## src/rtl/dispenser_ctrl.sv

```systemverilog
// Dispenser-side pour engine: runs one motor for qty*UNIT_CYCLES clocks, then raises its done flag.
// Build option SENSOR_PULSE_EN replaces the prescaler with a synchronized flow-sensor pulse input.
module dispenser_ctrl #(
   parameter int unsigned VAL_W       = 8,
   parameter int unsigned UNIT_CYCLES = 50000
) (
   input  logic               clk,
   input  logic               reset,
   input  logic               rgb_load,
   input  logic [3*VAL_W-1:0] rgb_in,
   input  logic [2:0]         motor_req,
`ifdef SENSOR_PULSE_EN
   input  logic               pulse_in,
`endif
   output logic [2:0]         motor_drive,
   output logic [2:0]         flags,
   output logic               busy,
   output logic               req_err
);

   typedef enum logic [1:0] {StIdle, StRun, StDone} state_e;

   state_e           state_q, state_d;
   logic [2:0]       ch_q, ch_d;             // active channel, one-hot like motor_req
   logic [VAL_W-1:0] rem_q, rem_d;
   logic [VAL_W-1:0] qty_r_q, qty_g_q, qty_b_q;
   logic [2:0]       motor_drive_q, motor_drive_d;
   logic [2:0]       flags_q, flags_d;
   logic             busy_q, busy_d;
   logic             req_err_q, req_err_d;

   logic             req_multi;
   logic             req_single;
   logic             req_hold;
   logic [VAL_W-1:0] req_qty;
   logic             unit_tick;

   assign req_multi  = (motor_req[2] & motor_req[1]) | (motor_req[2] & motor_req[0]) |
                       (motor_req[1] & motor_req[0]);
   assign req_single = (|motor_req) & ~req_multi;
   assign req_hold   = |(motor_req & ch_q);

   always_comb begin
      req_qty = '0;
      case (motor_req)
         3'b100:  req_qty = qty_r_q;
         3'b010:  req_qty = qty_g_q;
         3'b001:  req_qty = qty_b_q;
         default: req_qty = '0;
      endcase
   end

`ifdef SENSOR_PULSE_EN
   // Two synchronizer stages plus one history stage for rising-edge detection.
   logic [2:0] pulse_sync_q;

   always_ff @(posedge clk or negedge reset) begin
      if (!reset) begin
         pulse_sync_q <= '0;
      end else begin
         pulse_sync_q <= {pulse_sync_q[1:0], pulse_in};
      end
   end

   assign unit_tick = pulse_sync_q[1] & ~pulse_sync_q[2];
`else
   localparam int unsigned PRESC_W = (UNIT_CYCLES > 1) ? $clog2(UNIT_CYCLES) : 1;

   logic [PRESC_W-1:0] presc_q, presc_d;

   assign unit_tick = (presc_q == PRESC_W'(UNIT_CYCLES - 1));

   // Counts only while staying in RUN; any entry into RUN starts from zero.
   always_comb begin
      presc_d = '0;
      if (state_q == StRun && state_d == StRun) begin
         presc_d = unit_tick ? '0 : presc_q + PRESC_W'(1);
      end
   end

   always_ff @(posedge clk or negedge reset) begin
      if (!reset) begin
         presc_q <= '0;
      end else begin
         presc_q <= presc_d;
      end
   end
`endif

   always_comb begin
      state_d = state_q;
      ch_d    = ch_q;
      rem_d   = rem_q;
      unique case (state_q)
         StIdle: begin
            if (req_single) begin
               ch_d    = motor_req;
               rem_d   = req_qty;
               state_d = (req_qty == '0) ? StDone : StRun;
            end
         end
         StRun: begin
            if (req_multi || !req_hold) begin
               state_d = StIdle;
               rem_d   = '0;
            end else if (unit_tick) begin
               if (rem_q <= VAL_W'(1)) begin
                  rem_d   = '0;
                  state_d = StDone;
               end else begin
                  rem_d = rem_q - VAL_W'(1);
               end
            end
         end
         StDone: begin
            if (req_multi || !req_hold) begin
               state_d = StIdle;
            end
         end
         default: begin
            state_d = StIdle;
         end
      endcase
   end

   // Outputs are registered from the next state so they line up with the state change.
   always_comb begin
      motor_drive_d = (state_d == StRun)  ? ch_d : 3'b000;
      flags_d       = (state_d == StDone) ? ch_d : 3'b000;
      busy_d        = (state_d == StRun);
      req_err_d     = req_multi;
   end

   always_ff @(posedge clk or negedge reset) begin
      if (!reset) begin
         state_q       <= StIdle;
         ch_q          <= '0;
         rem_q         <= '0;
         motor_drive_q <= '0;
         flags_q       <= '0;
         busy_q        <= 1'b0;
         req_err_q     <= 1'b0;
      end else begin
         state_q       <= state_d;
         ch_q          <= ch_d;
         rem_q         <= rem_d;
         motor_drive_q <= motor_drive_d;
         flags_q       <= flags_d;
         busy_q        <= busy_d;
         req_err_q     <= req_err_d;
      end
   end

   // Quantities are frozen while a pour is running.
   always_ff @(posedge clk or negedge reset) begin
      if (!reset) begin
         qty_r_q <= '0;
         qty_g_q <= '0;
         qty_b_q <= '0;
      end else if (rgb_load && !busy_q) begin
         qty_r_q <= rgb_in[3*VAL_W-1:2*VAL_W];
         qty_g_q <= rgb_in[2*VAL_W-1:VAL_W];
         qty_b_q <= rgb_in[VAL_W-1:0];
      end
   end

   assign motor_drive = motor_drive_q;
   assign flags       = flags_q;
   assign busy        = busy_q;
   assign req_err     = req_err_q;

endmodule

```

## config.mk

```make
export PLATFORM = sky130hd
export DESIGN_NAME = dispenser_ctrl
export DESIGN_NICKNAME = d
export VERILOG_FILES = /design/src/rtl/dispenser_ctrl.sv
export SDC_FILE = /design/constraint.sdc
export NUM_CORES = 1
export LEC_CHECK = 0
export ABC_AREA = 1
export ABC_CLOCK_PERIOD_IN_PS = 3400
export CAP_MARGIN = 20
export CELL_PAD_IN_SITES_DETAIL_PLACEMENT = 1
export CELL_PAD_IN_SITES_GLOBAL_PLACEMENT = 1
export CORE_ASPECT_RATIO = 1.5
export CORE_MARGIN = 1.5
export CORE_UTILIZATION = 40
export DETAILED_ROUTE_END_ITERATION = 8
export PLACE_DENSITY_LB_ADDON = 0.1
export SYNTH_ARGS = -nofsm -noshare
export SYNTH_HDL_FRONTEND = slang
export SYNTH_SLANG_ARGS = --single-unit
export TNS_END_PERCENT = 10
```

## constraint.sdc

```tcl
create_clock -name clk -period 3.4 [get_ports clk]
set_clock_uncertainty 0.2 [all_clocks]
set_input_delay 0.68 -clock clk [delete_from_list [all_inputs] [get_ports clk]]
set_output_delay 0.68 -clock clk [all_outputs]
set_load 0.02 [all_outputs]
```

* Word-level counts from Yosys, hierarchy flattened
Index checks and enable logic that the tools add are counted.
** Cells by class
- Reductions and logical operators :: 11
- Divide/modulo/power cells :: 0
- Shifts and indexed selects :: 0
- Equality and inequality tests :: 10
- $mul :: 0
- Multiplexer cells :: 19
- Bitwise gates (word level) :: 8
- Add/sub/neg operators :: 2
- Order comparisons :: 1
** Operators by type and width (count)
- $mux W16 :: 2
- $mux W8 :: 4
- $pmux W8 S3 :: 1
- $add A16 B1 Y16 const B :: 1
- $eq A16 B16 Y1 const B :: 1
- $pmux W8 S2 :: 1
- $mux W2 :: 6
- $mux W3 :: 4
- $le A8 B1 Y1 const B :: 1
- $logic_not A8 Y1 :: 1
- $sub A8 B1 Y8 const B :: 1
- $pmux W2 S3 :: 1
- $reduce_or A3 Y1 :: 2
- $and A1 B1 Y1 :: 4
- $eq A2 B1 Y1 const B :: 2
- $eq A2 B2 Y1 const B :: 2
- $and A3 B3 Y3 :: 1
- $eq A3 B1 Y1 const B :: 1
- $eq A3 B2 Y1 const B :: 1
- $eq A3 B3 Y1 const B :: 1
- $ne A3 B2 Y1 const B :: 1
- $reduce_and A3 Y1 :: 1
- $logic_and A1 B1 Y1 :: 2
- $logic_not A1 Y1 :: 2
- 6 further kinds :: 7
** Word-level totals
- Latch bits :: 0
- Register bits :: 61
- Bits in read-only memories :: 0
- Memories kept :: 0
- Memory bits (writable) :: 0
- Output and inout port bits :: 8
- Input bits :: 30

* Longest topological paths before layout
Gate-level depths: netlist (run 1).
- Depth in word-level cells :: 10
- Depth in mapped cells :: 11
- Mapped depth without buffers :: 10

* Worst setup path before layout (run 1)
OpenSTA, ideal clock, no wires.
- Path kind :: input port to flip-flop
- From :: in motor_req[1]
- To :: reg rem_q[0]
- Stages :: 11
- Arrival time :: 1672 ps
- Path slack :: 1411 ps
- Required time :: 3084 ps
- Path through :: buf_4 nor2_4 inv_1 nand2_4 nand2_2 nor2_4 nand2_2 nand2_4 inv_4 nand2_1 nand2_1
** On the way
- Word-level cells in the longest chain between the ends :: 7
** Ends and longest elaborated chain
- start, declared :: RTL line 11 : input logic [2:0] motor_req,
- $and A1 B1 Y1 :: RTL line 38 : assign req_multi = (motor_req[2] & motor_req[1]) | (motor_req[2] & motor_req[0]) |
- $or A1 B1 Y1 (2 in series) :: RTL line 38
- $not A1 Y1 :: RTL line 40 : assign req_single = (|motor_req) & ~req_multi;
- $and A1 B1 Y1 :: RTL line 40
- $ne A2 B2 Y1 (no source line)
- $reduce_and A3 Y1 (no source line)
- end signal, assigned :: RTL line 146 : rem_q <= rem_d;
- end, declared :: RTL line 25 : logic [VAL_W-1:0] rem_q, rem_d;
Several ways; a longest one is shown, not always the timed one. The select of a mux whose other input is x is not followed.
A chain may end at the register's enable or synchronous reset.

* Worst setup path in the final report (run 1)
- From :: in motor_req[2]
- To :: reg flags_q[0] (netlist: flags[0])
** On the way
- Word-level cells in the longest chain between the ends :: 9
** Ends and longest elaborated chain
- branches (longest 8 deep; another with $pmux W8 S3)
- $mux W3 * :: RTL line 129 : flags_d = (state_d == StDone) ? ch_d : 3'b000;
- net flags_d[0] :: RTL line 28 : logic [2:0] flags_q, flags_d;
- end signal, assigned :: RTL line 148 : flags_q <= flags_d;
- end, declared :: RTL line 28
Mark *: on every way through the listed nets, which the timed path passes.

==> results of run 1 <==
==> critical path: cells and delay by family <==
kind            cells  cell delay [ns]
simple gates        7             1.01
buf+inv             1             0.86
compound gates      1             0.18
==> flip-flops by register name, summed over array words and instances (netlist names) <==
register / count
motor_drive: 3
qty_r_q: 8
rem_q: 8
req_err: 1
qty_b_q: 8
ch_q: 3
qty_g_q: 8
flags: 3
busy: 1
presc_q: 16
state_q: 2
==> power by group <==
| group | total, mW | internal (mW) | leakage (nW) | switching, mW |
|---|---|---|---|---|
| clock | 0.911 | 0.583 | 0.140 | 0.327 |
| sequential | 1.07 | 0.934 | 0.777 | 0.135 |
| combinational | 0.883 | 0.358 | 0.882 | 0.525 |
| total | 2.86 | 1.87 | 1.80 | 0.988 |
==> synth_stat cells (all sizes together) <==
master	number	area (sq um)
a211oi	1	12.5
a21oi	15	75.1
a22oi	1	7.51
a31o	1	8.76
buf	8	50.0
dfrtp	61	1530
ha	3	37.5
inv	36	138
mux2	16	180
nand2	76	313
nand3	29	145
nand4	7	43.8
nor2	58	264
nor3	11	70.1
nor3b	3	32.5
nor4	1	6.26
o21a	2	15.0
o21ai	20	111
o21bai	1	7.51
o22ai	1	6.26
xnor2	4	35.0
xor2	9	78.8
==> area by class of cell <==
class	instances	area share, %
clock buffer	10	6.08
multi-input combinational	259	36.9
clock inverter	6	1.59
tap	102	3.25
inverter	36	3.50
timing repair buffer	40	9.87
sequential	61	38.8
==> final timing paths <==
check / from / to / slack (ns) / depth (start not counted)
max: motor_req[2] / flags[0]$_DFF_PN0_ / 0.72 / 9
min in group asynchronous: reset / presc_q[9]$_DFF_PN0_ / 0.30 / 2
min reg2reg: rem_q[6]$_DFFE_PN0P_ / rem_q[6]$_DFFE_PN0P_ / 0.29 / 2
max in group asynchronous: reset / presc_q[6]$_DFF_PN0_ / 2.17 / 2
max reg2reg: rem_q[0]$_DFFE_PN0P_ / presc_q[9]$_DFF_PN0_ / 1.23 / 7
min: rem_q[6]$_DFFE_PN0P_ / rem_q[6]$_DFFE_PN0P_ / 0.29 / 2
==> layer usage <==
| layer | vias to the layer above | global-route usage, % | share of wire [%] |
|---|---|---|---|
| met1 | 1271 | 22.8 | 38 |
| met4 | 0 | 11.1 | 3.7 |
| li1 | 1271 | - | - |
| met2 | 40 | 38.1 | 56 |
| met3 | 22 | 4.89 | 2.6 |
| met5 | - | 0 | 0 |
==> logic make-up (layout without fill, tap and decap cells) <==
family | after synthesis | count (layout)
buffers and inverters | 44 | 92
AO/OA/AOI/OAI | 42 | 42
XOR/XNOR | 13 | 13
adder cells (fa/ha/maj) | 3 | 3
AND/OR/NAND/NOR | 185 | 185
multiplexers | 16 | 16
flip-flops | 61 | 61
==> flow_metrics.py, run 1 <==
metrics = {
    "finish": {
        "final_cell_mix": "nand2_1 (69), dfrtp_1 (61), nor2_1 (53)",
        "fin_area_sq_um": 3930,
        "antenna_cells": 0,
        "nFillCells": 926,
        "regArea_sq_um": 1530,
        "fin_cells": 514,
        "syn_to_final_growth_pct": 24.2,
        "layout-drive-gt1-share_pct": 14.6,
        "multi_input_area_sq_um": 1450,
        "finish.utilization_pct": 51.3,
        "final_common_cell": "nand2_1",
        "nets": 440,
    },
    "clock_tree": {
        "clk_pin_slew_ns": 0.05,
        "cts_max_level": 3,
        "cts_resized": 0,
        "clk_latency_ns": 0.33,
        "cts_tree": "done",
        "clock_path_buffers": 2,
        "clkSinkCount": 61,
        "post-cts-setup-buffers": 0,
        "hold_buffers": 0,
        "clock-root-buffer": "clkbuf_16",
        "cts_buffers": 9,
    },
    "placed_design": {
        "dp_hpwl_um": 6050,
        "placed_area_sq_um": 3630,
        "gp_congestion": 0.807,
        "place_inst": 498,
        "dp_slack_ns": 0.361,
        "port_buffers": 37,
    },
    "sta": {
        "slew_violations": 0,
        "setup_slack_ns": 0.721,
        "clock.fmax_mhz": 373,
        "rsz0062_at_grt": "false",
        "hold_ws_ns": 0.291,
        "worst_pin_slew_ns": 0.777,
        "fin_crit_sh_pct": 78.8,
        "hold_viol_final": 0,
        "setup-tns-final_ns": 0,
        "slew_headroom_pct": 48.2,
        "setup_violations": 0,
        "min_period_ns": 2.68,
    },
    "pwr": {
        "report.power.total_mw": 2.86,
        "power_leakage_nw": 1.80,
        "power-per-cell-area_nw_per_um2": 728,
        "peakVddDrop_mv": 0.469,
    },
    "critical_path": {
        "path_class": "in2reg",
        "arrival_ns": 2.73,
        "setup.worst_path.end_class": "register",
        "path_cells": "clkdlybuf4s50_1, nor2_4, nand2_2, nor2_1, nor2_1, nand2_1, nor2_1, nand3_1, a21oi_1",
        "start_kind": "input port",
        "worst_path_most_repeated_cell": "nor2_1",
        "critPathMaxStageDelay_ns": 0.86,
        "critPathSlowestCell": "clkdlybuf4s50_1",
        "cp_max_fo": 11,
        "required_ns": 3.45,
    },
    "synthesis": {
        "synthAdderAreaFrac_pct": 1.19,
        "synth-compound-area-share_pct": 7.71,
        "synth-seq-cells": 61,
        "synth_top_family_by_area": "simple AND/OR/NAND/NOR gates",
        "synth_xor_xnor_area_share_pct": 3.60,
        "synth_cell_types": 35,
        "synth-simple-area-share_pct": 27.6,
        "synth.cell_area_sq_um": 3160,
        "synth_fp_nets": 397,
        "synthCells": 364,
        "synth_area_per_cell_sq_um": 8.69,
        "yosysSeqAreaShare_pct": 48.2,
        "ys_warn_count": 0,
        "synthMuxAreaShare_pct": 5.69,
    },
    "routing": {
        "drtIter0Drc": 84,
        "antenna_left": 0,
        "drt_drc_violations_left": 0,
        "totalWireLength_um": 7820,
        "via_per_inst": 5.07,
        "num_vias": 2604,
        "wire_per_inst_um": 15.2,
        "firstDrtPassIters": 6,
    },
    "global_routing": {
        "grt_max_degree": 62,
        "antenna_found_initial": 0,
        "grt_usage_pct": 21.5,
        "grt-ovfl-total": 0,
        "first_global_vias": 2856,
        "grt_pass1_wl_um": 13500,
    },
    "hold_path": {
        "min_path_type": "reg2reg",
    },
    "floorplanning": {
        "core_area_sq_um": 7660,
        "die_w_um": 75.6,
        "pin_count": 38,
        "die-area_sq_um": 8460,
        "start_util_pct": 41.3,
        "rows": 39,
        "die_h_um": 112,
    },
    "run_status": {
        "run_status": "finished, final reports clean",
    },
    "flow_run": {
        "maxCapViolCount": 0,
    },
}
No activity file was read; power rests on OpenSTA's default activity.
==> inputs of run 2 (changes only) <==
--- a/config.mk
+++ b/config.mk
@@ -6,13 +6,13 @@
 export NUM_CORES = 1
 export LEC_CHECK = 0
 export ABC_AREA = 1
-export ABC_CLOCK_PERIOD_IN_PS = 3400
+export ABC_CLOCK_PERIOD_IN_PS = 2300
 export CAP_MARGIN = 20
 export CELL_PAD_IN_SITES_DETAIL_PLACEMENT = 1
 export CELL_PAD_IN_SITES_GLOBAL_PLACEMENT = 1
 export CORE_ASPECT_RATIO = 1.5
 export CORE_MARGIN = 1.5
-export CORE_UTILIZATION = 40
+export CORE_UTILIZATION = 38
 export DETAILED_ROUTE_END_ITERATION = 8
 export PLACE_DENSITY_LB_ADDON = 0.1
 export SYNTH_ARGS = -nofsm -noshare
==> constraint.sdc (replaced) <==
create_clock -name clk -period 2.3 [get_ports clk]
set_clock_uncertainty 0.2 [all_clocks]
set_input_delay 0.46 -clock clk [delete_from_list [all_inputs] [get_ports clk]]
set_output_delay 0.46 -clock clk [all_outputs]
set_load 0.02 [all_outputs]
==> run 2 against run 1 <==
Combinational power is 61% higher. Global-route usage is 1.8 points lower. Sequential share of layout area is 1.6 points lower. First-iteration DRC count stayed put. Core utilization is 0.37 points lower. Via count is 2.0% higher. Critical path depth is 3 higher. Register-to-register slack worse by 0.84 ns. Hold slack worse by 0.0025 ns. Largest cell class unchanged.
==> flow_metrics.py, run 2 (same netlist as run 1, synthesis figures left out) <==
metrics = {
    "finish": {
        "regArea_sq_um": 1530,
        "nets": 457,
        "top_register": "presc_q",
        "antenna_cells": 0,
        "fin_area_sq_um": 4110,
        "layout-drive-gt1-share_pct": 17.1,
        "finish.utilization_pct": 50.9,
        "final_common_cell": "nand2_1",
        "fin_cells": 533,
        "syn_to_final_growth_pct": 29.7,
        "largest_reg_flops": 16,
        "multi_input_area_sq_um": 1450,
        "nFillCells": 962,
        "final_cell_mix": "nand2_1 (69), dfrtp_1 (61), nor2_1 (53)",
    },
    "clock_tree": {
        "cts_buffers": 9,
        "clock-root-buffer": "clkbuf_16",
        "post-cts-setup-buffers": 0,
        "clkSinkCount": 61,
        "cts_max_level": 3,
        "clk_latency_ns": 0.32,
        "cts_tree": "done",
        "clock_path_buffers": 2,
        "clk_pin_slew_ns": 0.05,
    },
    "critical_path": {
        "required_ns": 2.36,
        "setup.worst_path.end_class": "register",
        "path_class": "in2reg",
        "reg2reg_slack_ns": 0.39,
        "arrival_ns": 2.16,
        "cp_max_fo": 8,
        "start_kind": "input port",
    },
    "placed_design": {
        "dp_hpwl_um": 6080,
        "gp_congestion": 0.804,
        "port_buffers": 37,
        "dp_slack_ns": -0.148,
        "placed_area_sq_um": 3820,
        "place_inst": 517,
    },
    "global_routing": {
        "grt_max_degree": 46,
        "grt_usage_pct": 19.7,
        "grt-ovfl-total": 0,
        "grt_pass1_wl_um": 13600,
        "antenna_found_initial": 0,
        "first_global_vias": 2872,
    },
    "pwr": {
        "report.power.total_mw": 4.26,
        "power_leakage_nw": 1.90,
        "power-per-cell-area_nw_per_um2": 1040,
        "peakVddDrop_mv": 0.543,
    },
    "sta": {
        "rsz0062_at_grt": "false",
        "slew_headroom_pct": 71.2,
        "setup_slack_ns": 0.198,
        "fin_crit_sh_pct": 91.4,
        "setup_violations": 0,
        "min_period_ns": 2.10,
        "slew_violations": 0,
        "worst_pin_slew_ns": 0.432,
        "clock.fmax_mhz": 476,
        "hold_viol_final": 0,
    },
    "routing": {
        "firstDrtPassIters": 4,
        "via_per_inst": 4.98,
        "antenna_left": 0,
        "wire_per_inst_um": 14.8,
        "drtIter0Drc": 84,
        "totalWireLength_um": 7880,
        "drt_drc_violations_left": 0,
        "num_vias": 2655,
    },
    "floorplanning": {
        "start_util_pct": 39.3,
        "die_w_um": 77.5,
        "core_area_sq_um": 8060,
        "die-area_sq_um": 8890,
        "die_h_um": 115,
        "rows": 40,
        "pin_count": 38,
    },
    "hold_path": {
        "min_path_type": "reg2reg",
    },
    "flow_run": {
        "maxCapViolCount": 0,
    },
    "run_status": {
        "run_status": "finished, final reports clean",
    },
}
==> run 2: metrics by stage <==
| stage | hold WS, ns | setup TNS [ns] |
|---|---|---|
| final | 0.289 | 0 |
| after global routing | 0.320 | 0 |
| after CTS | 0.284 | 0 |
| after detailed placement | 0.233 | -2.18 |
| after global placement | 0.232 | -0.931 |
| after floorplan | -0.0356 | 0 |
==> run 2: timing repair <==
| action | 4_1_cts | 5_1_grt |
|---|---|---|
| hold buffers | 1 | 0 |
| gates resized for setup | 0 | 0 |
| hold endpoints to repair | 16 | 0 |
==> run 2: report_power, final <==
group,internal [mW],switching [mW],total (mW)
Sequential,1.38,0.185,1.57
Clock,0.810,0.459,1.27
Combinational,0.628,0.797,1.42
==> run 2: final timing paths <==
check | from | to | cells after the start
setup / recovery | motor_req[1] | rem_q[7]$_DFFE_PN0P_ | 12
hold / removal | rem_q[6]$_DFFE_PN0P_ | rem_q[6]$_DFFE_PN0P_ | 2
setup reg to reg | rem_q[0]$_DFFE_PN0P_ | presc_q[9]$_DFF_PN0_ | 9
hold reg to reg | rem_q[6]$_DFFE_PN0P_ | rem_q[6]$_DFFE_PN0P_ | 2
max in group asynchronous | reset | presc_q[3]$_DFF_PN0_ | 3
min in group asynchronous | reset | rem_q[1]$_DFFE_PN0P_ | 2
==> run 2: area by class of cell <==
type	instances	share of cell area [%]
inverters	36	3.35
repair buffers	57	14.1
flip-flops and latches	61	37.2
clock inverters	1	0.122
multi-input cells	259	35.3
well taps	105	3.20
clock buffers	14	6.67
==> run 2: routing by layer <==
layer	share of wire [%]	global-route usage (%)
met1	39	21.3
met2	56	37.3
met3	2.2	3.65
met4	2.7	8.73
met5	0	0
==> run 2: worst max-delay path: stages <==
cell and delay [ns]:
clkdlybuf4s50_1 0.44, buf_12 0.16, nor2_4 0.16, inv_1 0.12
nand2_4 0.09, nand2_2 0.08, nor2_4 0.12, buf_4 0.13
o21ai_2 0.12, o21ai_1 0.16, nand2_1 0.06, nand2_1 0.05
==> inputs of run 3 (changes only) <==
--- a/config.mk
+++ b/config.mk
@@ -15,6 +15,7 @@
 export CORE_UTILIZATION = 38
 export DETAILED_ROUTE_END_ITERATION = 8
 export PLACE_DENSITY_LB_ADDON = 0.1
+export SETUP_SLACK_MARGIN = 0.5
 export SYNTH_ARGS = -nofsm -noshare
 export SYNTH_HDL_FRONTEND = slang
 export SYNTH_SLANG_ARGS = --single-unit
==> run 3 against run 2 <==
Cell area is 6.9% higher. Global-route usage increased by 0.47 points. Die area unchanged. Sequential power hardly changed. Hold slack got worse by 0.0022 ns. Non-clock buffer count is 14 higher. Clock power barely moved. Setup slack better by 0.19 ns. Register-to-register slack better by 0.11 ns. Largest cell class is now multi-input combinational cells. Wire length grew 8.4%. Combinational power up 16%. Count of clock-buffer cells in the layout unchanged.
==> flow_metrics.py, run 3 (same netlist as run 1, synthesis figures left out) <==
metrics = {
    "global_routing": {
        "grt_usage_pct": 20.2,
        "met3_usage_pct": 3.65,
        "grt_use_met1_pct": 21.5,
        "grt_pass1_wl_um": 13900,
        "antenna_found_initial": 0,
        "grt_max_degree": 46,
        "first_global_vias": 2941,
        "busiest_layer": "met2",
        "grt-ovfl-total": 0,
        "grtUsageMet2_pct": 38.7,
    },
    "finish": {
        "syn_to_final_growth_pct": 38.7,
        "nFillCells": 935,
        "antenna_cells": 0,
        "finish.utilization_pct": 54.5,
        "nets": 471,
        "top_register": "presc_q",
        "layout-drive-gt1-share_pct": 26.0,
        "final_cell_mix": "nand2_1 (66), dfrtp_1 (61), nor2_1 (45)",
        "largest_reg_flops": 16,
        "final_common_cell": "nand2_1",
        "fin_cells": 547,
    },
    "sta": {
        "slew_violations": 0,
        "hold_viol_final": 0,
        "fin_crit_sh_pct": 83.0,
        "slew_headroom_pct": 70.6,
        "hold_ws_ns": 0.287,
        "worst_pin_slew_ns": 0.442,
        "clock.fmax_mhz": 524,
        "rsz0062_at_grt": "true",
        "min_period_ns": 1.91,
        "setup_violations": 0,
    },
    "routing": {
        "via_per_inst": 5.03,
        "drtIter0Drc": 119,
        "drt_drc_violations_left": 0,
        "wire_per_inst_um": 15.6,
        "num_vias": 2751,
        "totalWireLength_um": 8550,
        "firstDrtPassIters": 4,
        "antenna_left": 0,
    },
    "floorplanning": {
        "start_util_pct": 39.3,
        "rows": 40,
        "die_h_um": 115,
        "core_area_sq_um": 8060,
        "die-area_sq_um": 8890,
        "die_w_um": 77.5,
        "pin_count": 38,
    },
    "clock_tree": {
        "clkSinkCount": 61,
        "cts_max_level": 3,
        "cts_buffers": 9,
        "clk_latency_ns": 0.32,
        "clock-root-buffer": "clkbuf_16",
        "clk_pin_slew_ns": 0.05,
        "cts_tree": "done",
        "clock_path_buffers": 2,
    },
    "pwr": {
        "report.power.total_mw": 4.50,
        "power_leakage_nw": 2.04,
        "peakVddDrop_mv": 0.542,
        "power-per-cell-area_nw_per_um2": 1020,
    },
    "critical_path": {
        "critical_path_buf_inv_count": 1,
        "start_kind": "register",
        "path_cells": "clkdlybuf4s50_1",
        "required_ns": 1.64,
        "reg2reg_slack_ns": 0.50,
        "arrival_ns": 1.25,
        "critPathSlowestCell": "clkdlybuf4s50_1",
        "path_class": "reg2out",
        "cp_top_family": "buffers and inverters",
        "setup.worst_path.end_class": "primary output",
        "cp_max_fo": 1,
        "critPathMaxStageDelay_ns": 0.60,
    },
    "placed_design": {
        "port_buffers": 37,
        "dp_hpwl_um": 6080,
        "gp_congestion": 0.804,
        "place_inst": 517,
    },
    "hold_path": {
        "min_path_type": "reg2reg",
    },
    "flow_run": {
        "maxCapViolCount": 0,
    },
    "run_status": {
        "run_status": "finished, final reports clean",
    },
}
-- run 3: changes by cell type in the layout (fill, tap and decap cells not counted), sizes merged --
cell,change
buf,+14
clkdlybuf4s15,+3
clkdlybuf4s50,-5
dlygate4sd2,+1
dlymetal6s2s,+1
-- run 3: worst paths after layout --
| check | start | endpoint | cells past startpoint |
|---|---|---|---|
| worst max-delay path | motor_drive[2]$_DFF_PN0_ | motor_drive[2] | 1 |
| worst min-delay path | rem_q[6]$_DFFE_PN0P_ | rem_q[6]$_DFFE_PN0P_ | 2 |
| worst max register to register | presc_q[1]$_DFF_PN0_ | presc_q[12]$_DFF_PN0_ | 7 |
| worst min register to register | rem_q[6]$_DFFE_PN0P_ | rem_q[6]$_DFFE_PN0P_ | 2 |
| max in group asynchronous | reset | presc_q[15]$_DFF_PN0_ | 3 |
| min in group asynchronous | reset | rem_q[1]$_DFFE_PN0P_ | 2 |
-- run 3: cell type report --
class	count	area [sq um]	share of cell area, %
multi-input cells	259	1600	36.4
well taps	105	131	2.99
clock inverters	1	5.00	0.114
inverters	36	138	3.14
flip-flops and latches	61	1530	34.8
repair buffers	71	718	16.4
clock buffers	14	274	6.24
-- run 3: per-layer routing --
metal / wire length, um / part of all wire, %
met1: 3230 / 38
met5: 0 / 0
met4: 248 / 2.9
met2: 4880 / 57
met3: 184 / 2.2
-- run 3: timing repair --
action / CTS / global route
pin swaps: 18 / 8
endpoints found under the setup margin: 44 / 41
hold buffers: 1 / 0
hold endpoints to repair: 16 / 0
setup buffers: 7 / 7
gates resized for setup: 28 / 22
-- run 3: power breakdown --
part	total (mW)	internal (mW)	switching (mW)
Clock	1.27	0.810	0.462
Combinational	1.65	0.736	0.915
Sequential	1.57	1.38	0.194
-- run 3: metrics by stage --
step	area, sq um	setup TNS (ns)	worst slack (ns)
finish	4390	0	0.391
global route	4390	0	0.362
CTS	4250	0	0.365
detailed placement	3820	-2.18	-0.148
global placement	3820	-0.931	-0.0761
floorplan	3160	0	0.531
